`src/rtl/alu32_issue_ctrl_if.sv`:
```
// Handshake and ALU-side bus between the issue controller, its upstream
// producer, the structural ALU/mux bank and the downstream result consumer.
interface alu32_issue_ctrl_if;
  logic        in_valid;
  logic        in_ready;
  logic [2:0]  op;
  logic [31:0] a;
  logic [31:0] b;
  logic [31:0] opa;
  logic [31:0] opb;
  logic [2:0]  sel;
  logic [31:0] alu_result;
  logic        out_valid;
  logic        out_ready;
  logic [31:0] result;
  logic        zero;

  modport slave (
    input  in_valid, op, a, b, alu_result, out_ready,
    output in_ready, opa, opb, sel, out_valid, result, zero
  );

  modport master (
    output in_valid, op, a, b, alu_result, out_ready,
    input  in_ready, opa, opb, sel, out_valid, result, zero
  );
endinterface

```
`src/rtl/alu32_issue_ctrl.sv`:
```
// Issue stage for the 32-bit ALU: latches one op, holds operands/select for a
// settle window, then captures the mux output with a zero flag until consumed.
//
// state | meaning
// IDLE  | waiting for a request, in_ready high
// EXEC  | operands/select driven, counting down the settle window
// DONE  | result held with out_valid high until out_ready
module alu32_issue_ctrl #(
  parameter int unsigned SETTLE_CYCLES = 2
) (
  input  logic              clk,
  input  logic              rst_n,
  alu32_issue_ctrl_if.slave bus
);

  typedef enum logic [1:0] {IDLE, EXEC, DONE} state_t;

  localparam logic [3:0] SETTLE_LD = 4'(SETTLE_CYCLES);

  state_t      state_q, state_d;
  logic [3:0]  cnt_q, cnt_d;
  logic [31:0] opa_q, opa_d;
  logic [31:0] opb_q, opb_d;
  logic [2:0]  sel_q, sel_d;
  logic [31:0] result_q, result_d;
  logic        zero_q, zero_d;
  logic        out_valid_q, out_valid_d;

  always_ff @(posedge clk or negedge rst_n) begin
    if (!rst_n) begin
      state_q     <= IDLE;
      cnt_q       <= '0;
      opa_q       <= '0;
      opb_q       <= '0;
      sel_q       <= '0;
      result_q    <= '0;
      zero_q      <= 1'b0;
      out_valid_q <= 1'b0;
    end else begin
      state_q     <= state_d;
      cnt_q       <= cnt_d;
      opa_q       <= opa_d;
      opb_q       <= opb_d;
      sel_q       <= sel_d;
      result_q    <= result_d;
      zero_q      <= zero_d;
      out_valid_q <= out_valid_d;
    end
  end

  // Operand/select registers only load on acceptance so the mux never glitches.
  always_comb begin
    state_d     = state_q;
    cnt_d       = cnt_q;
    opa_d       = opa_q;
    opb_d       = opb_q;
    sel_d       = sel_q;
    result_d    = result_q;
    zero_d      = zero_q;
    out_valid_d = out_valid_q;
    case (state_q)
      IDLE: begin
        if (bus.in_valid) begin
          opa_d   = bus.a;
          opb_d   = bus.b;
          sel_d   = bus.op;
          cnt_d   = SETTLE_LD;
          state_d = EXEC;
        end
      end
      EXEC: begin
        if (cnt_q == 4'd1) begin
          result_d    = bus.alu_result;
          zero_d      = (bus.alu_result == 32'd0);
          out_valid_d = 1'b1;
          cnt_d       = 4'd0;
          state_d     = DONE;
        end else begin
          cnt_d = cnt_q - 4'd1;
        end
      end
      DONE: begin
        if (bus.out_ready) begin
          out_valid_d = 1'b0;
          state_d     = IDLE;
        end
      end
      default: state_d = IDLE;
    endcase
  end

  assign bus.in_ready  = (state_q == IDLE);
  assign bus.opa       = opa_q;
  assign bus.opb       = opb_q;
  assign bus.sel       = sel_q;
  assign bus.result    = result_q;
  assign bus.zero      = zero_q;
  assign bus.out_valid = out_valid_q;

endmodule

```
`src/flat_wrapper.sv`:
```
// flat-port wrapper written by rule: the top's interface ports become plain ports
module alu32_issue_ctrl_flat 
#(
  parameter int unsigned SETTLE_CYCLES = 2
)
  (clk, rst_n, bus_in_valid, bus_op, bus_a, bus_b, bus_alu_result, bus_out_ready, bus_in_ready, bus_opa, bus_opb, bus_sel, bus_out_valid, bus_result, bus_zero);
  alu32_issue_ctrl_if bus_i ();
  input  logic clk;
  input  logic rst_n;
  input wire logic [$bits(bus_i.in_valid)-1:0] bus_in_valid;
  input wire logic [$bits(bus_i.op)-1:0] bus_op;
  input wire logic [$bits(bus_i.a)-1:0] bus_a;
  input wire logic [$bits(bus_i.b)-1:0] bus_b;
  input wire logic [$bits(bus_i.alu_result)-1:0] bus_alu_result;
  input wire logic [$bits(bus_i.out_ready)-1:0] bus_out_ready;
  output wire logic [$bits(bus_i.in_ready)-1:0] bus_in_ready;
  output wire logic [$bits(bus_i.opa)-1:0] bus_opa;
  output wire logic [$bits(bus_i.opb)-1:0] bus_opb;
  output wire logic [$bits(bus_i.sel)-1:0] bus_sel;
  output wire logic [$bits(bus_i.out_valid)-1:0] bus_out_valid;
  output wire logic [$bits(bus_i.result)-1:0] bus_result;
  output wire logic [$bits(bus_i.zero)-1:0] bus_zero;
  assign bus_i.in_valid = bus_in_valid;
  assign bus_i.op = bus_op;
  assign bus_i.a = bus_a;
  assign bus_i.b = bus_b;
  assign bus_i.alu_result = bus_alu_result;
  assign bus_i.out_ready = bus_out_ready;
  assign bus_in_ready = bus_i.in_ready;
  assign bus_opa = bus_i.opa;
  assign bus_opb = bus_i.opb;
  assign bus_sel = bus_i.sel;
  assign bus_out_valid = bus_i.out_valid;
  assign bus_result = bus_i.result;
  assign bus_zero = bus_i.zero;
  alu32_issue_ctrl #(.SETTLE_CYCLES(SETTLE_CYCLES)) u_core (.clk(clk), .rst_n(rst_n), .bus(bus_i));
endmodule
```
`config.mk`:
```
export PLATFORM = sky130hd
export DESIGN_NAME = alu32_issue_ctrl_flat
export DESIGN_NICKNAME = d
export VERILOG_FILES = /design/src/rtl/alu32_issue_ctrl_if.sv /design/src/rtl/alu32_issue_ctrl.sv /design/src/flat_wrapper.sv
export SDC_FILE = /design/constraint.sdc
export NUM_CORES = 1
export LEC_CHECK = 0
export CORE_MARGIN = 2
export CORE_UTILIZATION = 34
export CTS_CLUSTER_SIZE = 28
export DETAILED_ROUTE_END_ITERATION = 8
export GPL_TIMING_DRIVEN = 0
export PLACE_DENSITY = 0.75
export SLEW_MARGIN = 25
export SYNTH_ARGS = -nofsm -noshare
export SYNTH_HDL_FRONTEND = slang
export SYNTH_SLANG_ARGS = --single-unit
```
`constraint.sdc`:
```
create_clock -name clk -period 1.5 [get_ports clk]
set_clock_uncertainty 0.15 [all_clocks]
set_input_delay 0.225 -clock clk [delete_from_list [all_inputs] [get_ports clk]]
set_output_delay 0.225 -clock clk [all_outputs]
set_load 0.01 [all_outputs]
```
After elaboration in Yosys (flattened, before gate mapping)
Cells that the tools add are included.
W data, S select, Z words.
Word-level totals
  bits in latches: 0
  register bits after elaboration: 107
  input port bits: 103
  memory bits (writable): 0
  bits in read-only memories: 0
  memories: 0
Operators by class
  $lt $le $gt $ge: 0
  muxes and demuxes: 10
  add/sub/neg operators: 1
  reductions and logical operators: 9
  equality and inequality tests: 6
  bitwise operators: 0
  divide/modulo/power cells: 0
  shift operators: 0
  multiply operators: 0
Operators by type and width (count)
  $logic_not A32 Y1: 1
  $mux W4: 2
  $pmux W4 S2: 1
  $mux W2: 3
  $pmux W2 S3: 1
  $reduce_and A2 Y1: 3
  $reduce_and A3 Y1: 2
  $eq A4 B1 Y1 const B: 1
  $ne A2 B2 Y1 const B: 2
  $reduce_bool A2 Y1: 2
  $sub A4 B1 Y4 const B: 1
  $eq A2 B1 Y1 const B: 1
  $eq A2 B2 Y1 const B: 1
  $logic_not A2 Y1: 1
  $mux W1: 2
  $ne A2 B1 Y1 const B: 1
  $pmux W1 S2: 1

Logic depth before layout (Yosys ltp)
  depth in word-level cells: 3
  gate-level depth with buffers: 7
  gate-level depth less buffers: 5

Worst setup path before layout
No wires, ideal clock.
  path kind: register to register
  start: register u_core.state_q[0]
  end: register u_core.opa_q[0], in the netlist u_core.bus.opa[0]
  data arrival time: 1.475 ns
  path slack: -0.250 ns
  cell stages (with the launch flop): 8
  data required time: 1.225 ns
  cell sequence: dfrtp_1 > buf_4 > nor2_2 > and2_4 > buf_6 > buf_6 > buf_6 > mux2_4
On the way
  word-level cells in the longest chain between the ends: 2
RTL lines
  from (decl): RTL line alu32_issue_ctrl.sv:20  | state_t state_q, state_d;
  from (signal assigned): RTL line alu32_issue_ctrl.sv:40  | state_q <= state_d;
  $logic_not A2 Y1
  net bus_in_ready: RTL line flat_wrapper.sv:16  | output wire logic [$bits(bus_i.in_ready)-1:0] bus_in_ready;
  $reduce_and A2 Y1 (no line)
  to (signal assigned): RTL line alu32_issue_ctrl.sv:42  | opa_q <= opa_d;
  to (decl): RTL line alu32_issue_ctrl.sv:22  | logic [31:0] opa_q, opa_d;
The timed path passes the listed nets, and every way through them passes these cells.
A chain may end at the register's enable or synchronous reset.

Worst setup path after layout
  start: register u_core.cnt_q[1]
  end: register u_core.result_q[9], in the netlist u_core.bus.result[9]
On the way
  word-level cells in the longest chain between the ends: 2
RTL lines
  from (decl): RTL line alu32_issue_ctrl.sv:21  | logic [3:0] cnt_q, cnt_d;
  from (signal assigned): RTL line alu32_issue_ctrl.sv:41  | cnt_q <= cnt_d;
  $eq A4 B1 Y1: RTL line alu32_issue_ctrl.sv:72  | if (cnt_q == 4'd1) begin
  $reduce_and A2 Y1 (no line)
  to (signal assigned): RTL line alu32_issue_ctrl.sv:45  | result_q <= result_d;
  to (decl): RTL line alu32_issue_ctrl.sv:25  | logic [31:0] result_q, result_d;
Every way passes these cells.

==> impl_metrics.yaml <==
outcome:
  status: "finished, violations left"
  violations: "setup timing"
timing:
  tightest_slew_ns: 0.533
  max_freq_mhz: 584
  setup_viol: 102
  finalMaxSlewViolations: 0
  fin_crit_sh_pct: 114
  rsz0062_at_grt: "true"
  fin_ws_ns: -0.213
  final-hold-violation-count: 0
  finalCriticalPeriod_ns: 1.71
  relSlewSlack_pct: 64.4
critical_path:
  crit_path_start: "u_core.cnt_q[1]"
  cp_num_buf_inv: 2
  cp_data_arrival_time_ns: 1.79
  crit_path_cell_trace: "inv_2 > ha_4 > nor3b_4 > nand2_4 > buf_8 > mux2_2"
  cp-end-kind: "flop"
  cp_slowest_cell: "dfrtp_1"
  reg2reg_setup_slack_ns: -0.21
  worstRegToRegCells: 6
  path_delay_family: "flip-flops"
  cp_max_fo: 10
  path_depth: 6
  cp_slowest_stage_delay_ns: 0.40
  crit_path_start_kind: "flop"
  timing.rr.start: "u_core.cnt_q[1]"
  critPathKind: "reg2reg"
  reg2reg_to: "u_core.bus.result[9]"
  cp.required_ns: 1.58
  endpoint: "u_core.bus.result[9]"
power:
  p_total_w: 0.0143
  power_density_mw_per_mm2: 1940
  ir_drop_v: 0.00120
  p_leak_nw: 3.36
placement:
  place_area_sq_mm: 0.00663
  gp_congestion: 0.706
  dpl.hpwl_microns: 8060
  numPortBuffers: 204
die:
  coreArea_sq_mm: 0.0122
  start_util_pct: 35.2
  die_w_microns: 116
  die_h_microns: 116
  rows: 40
  fp.dieArea_sq_mm: 0.0135
  ios: 205
layout:
  num_antenna_cells: 0
  final_cell_mix: "dfrtp_1 (104), clkdlybuf4s50_1 (101), dlygate4sd2_1 (101)"
  nets: 609
  syn2layout_area_growth_pct: 72.9
  final_common_cell: "dfrtp_1"
  postLayoutCellArea_sq_mm: 0.00740
  drive_gt1_share_pct: 33.5
drt:
  drtIter0Drc: 142
  routed-wl-met3_microns: 1130
  routed_wl_microns: 11700
  wl_per_cell_microns: 17.4
  wl_met1_microns: 4510
  drc: 0
  firstDrtPassIters: 4
  topRoutingLayerUsed: "met4"
  vias: 3147
  drt.antenna.violating_nets: 0
  vias_per_cell: 4.66
  wl_met2_microns: 5890
clocking:
  cts.sinks: 107
  cts_tree: "built"
  ctsLongestPathBuffers: 2
  insertion_delay_ns: 0.35
  htreeDepth: 3
  cts-root-buf: "clkbuf_16"
  cts_buffers: 9
  clkTransAtPathRegs_ns: 0.07
global_route:
  grt_pass1_vias: 3419
  grt_pass1_wl_microns: 17500
  antenna_found_initial: 0
  track_usage_pct: 17.1
  grt.overflow.total: 0
  grt_max_degree: 57
synth:
  synth_area_sq_mm: 0.00428
  synth_top_area_share_pct: 62.6
  synth_warnings: 0
  syn_inst: 260
  mappedNetlistNets: 365
  yosysSeqAreaShare_pct: 62.6
  ys_ff_latch: 107
  yosysUniqueCellTypes: 27
  synth.top_cells.by_area: "dfrtp_1 (63%), mux2_2 (18%), mux2_4 (11%)"
  yosysTopAreaCell: "dfrtp_1"
  syn_avg_cell_area_sq_um: 16.5
flow_run:
  drv_cap: 0
worst_hold_path:
  hold_class: "in2async"
[power by group]
part           total [W]  internal, W  switching, W
clock network    0.00220      0.00120       0.00100
registers        0.00515      0.00436      0.000792
logic            0.00699      0.00434       0.00265
[final cells by class]
type,instances,area [sq um]
Buffer,9,165
Clock buffer,12,256
Clock inverter,2,12.5
Fill cell,974,4760
Inverter,3,11.3
Multi-Input combinational cell,138,1700
Sequential cell,107,2680
Tap cell,168,210
Timing Repair Buffer,236,2360
[synth_stat cells, drive strengths merged]
| cell type | n |
|---|---|
| a22oi | 1 |
| nand2 | 4 |
| ha | 2 |
| nand2b | 2 |
| inv | 3 |
| and2b | 1 |
| buf | 12 |
| dfrtp | 107 |
| o31ai | 2 |
| nor3b | 1 |
| o21ai | 3 |
| a32o | 2 |
| o21bai | 1 |
| nor2 | 3 |
| a21oi | 2 |
| nand4 | 2 |
| mux2i | 1 |
| nor3 | 1 |
| and2 | 1 |
| mux2 | 100 |
| or3b | 1 |
| nor4 | 8 |
[sequential cells by signal, summed over array words and instances (netlist names)]
name                  flops
u_core.bus.zero           1
u_core.bus.result        32
u_core.cnt_q              4
u_core.bus.out_valid      1
u_core.bus.sel            3
u_core.bus.opa           32
u_core.state_q            2
u_core.bus.opb           32
[routing by layer]
metal,vias up,global-route usage [%]
li1,1422,-
met1,1561,18.2
met2,145,29.9
met3,19,7.47
met4,0,6.83
met5,-,0
[per-stage QoR]
| stage | utilization [%] | setup TNS [ns] | hold slack [ns] | worst slack, ns | cells |
|---|---|---|---|---|---|
| floorplan | - | -13.58 | -0.221 | -0.175 | 260 |
| global placement | 54.2 | -454.78 | 0.336 | -3.97 | 632 |
| detailed placement | 54.5 | -33.49 | 0.0758 | -0.397 | 633 |
| CTS | 58.4 | -18.25 | 0.268 | -0.212 | 665 |
| global route | 60.8 | -18.12 | 0.296 | -0.271 | 675 |
| finish | 60.8 | -13.18 | 0.251 | -0.213 | 675 |
[logic make-up (layout without fill, tap and decap cells)]
group	count (synthesis)	in the layout	share of synthesized area, %
adders and majority gates	2	2	0.585
and+or+nand+nor	24	24	3.48
buffers and inverters	15	262	2.46
DFF	107	107	62.6
muxes	101	101	29.2
AOI/OAI and AO/OA	11	11	1.75
[worst min path at each step]
stage	endpoint	slack, ns	cells past startpoint
floorplan	u_core.bus.opa[0]	-0.22	0
global route	u_core.bus.opb[30]	0.30	2
detailed placement	u_core.bus.opa[13]	0.08	1
global placement	u_core.bus.result[3]	0.34	1
CTS	u_core.bus.opa[13]	0.27	2
finish	u_core.bus.opa[13]	0.25	2
[worst register-to-register path, cell delays in order (launching register included)]
cell     delay (ns)
dfrtp_1        0.40
inv_2          0.09
ha_4           0.13
nor3b_4        0.25
nand2_4        0.13
buf_8          0.17
mux2_2         0.27
[timing repair]
item | CTS | global route
endpoints found under the setup margin | 205 | 107
pin swaps | 3 | 3
cloned | 2 | 4
hold buffers | 1 | 0
setup buffers | 17 | 11
gates resized for setup | 138 | 49
hold endpoints to repair | 55 | 0
No activity file was read; power rests on OpenSTA's default activity.
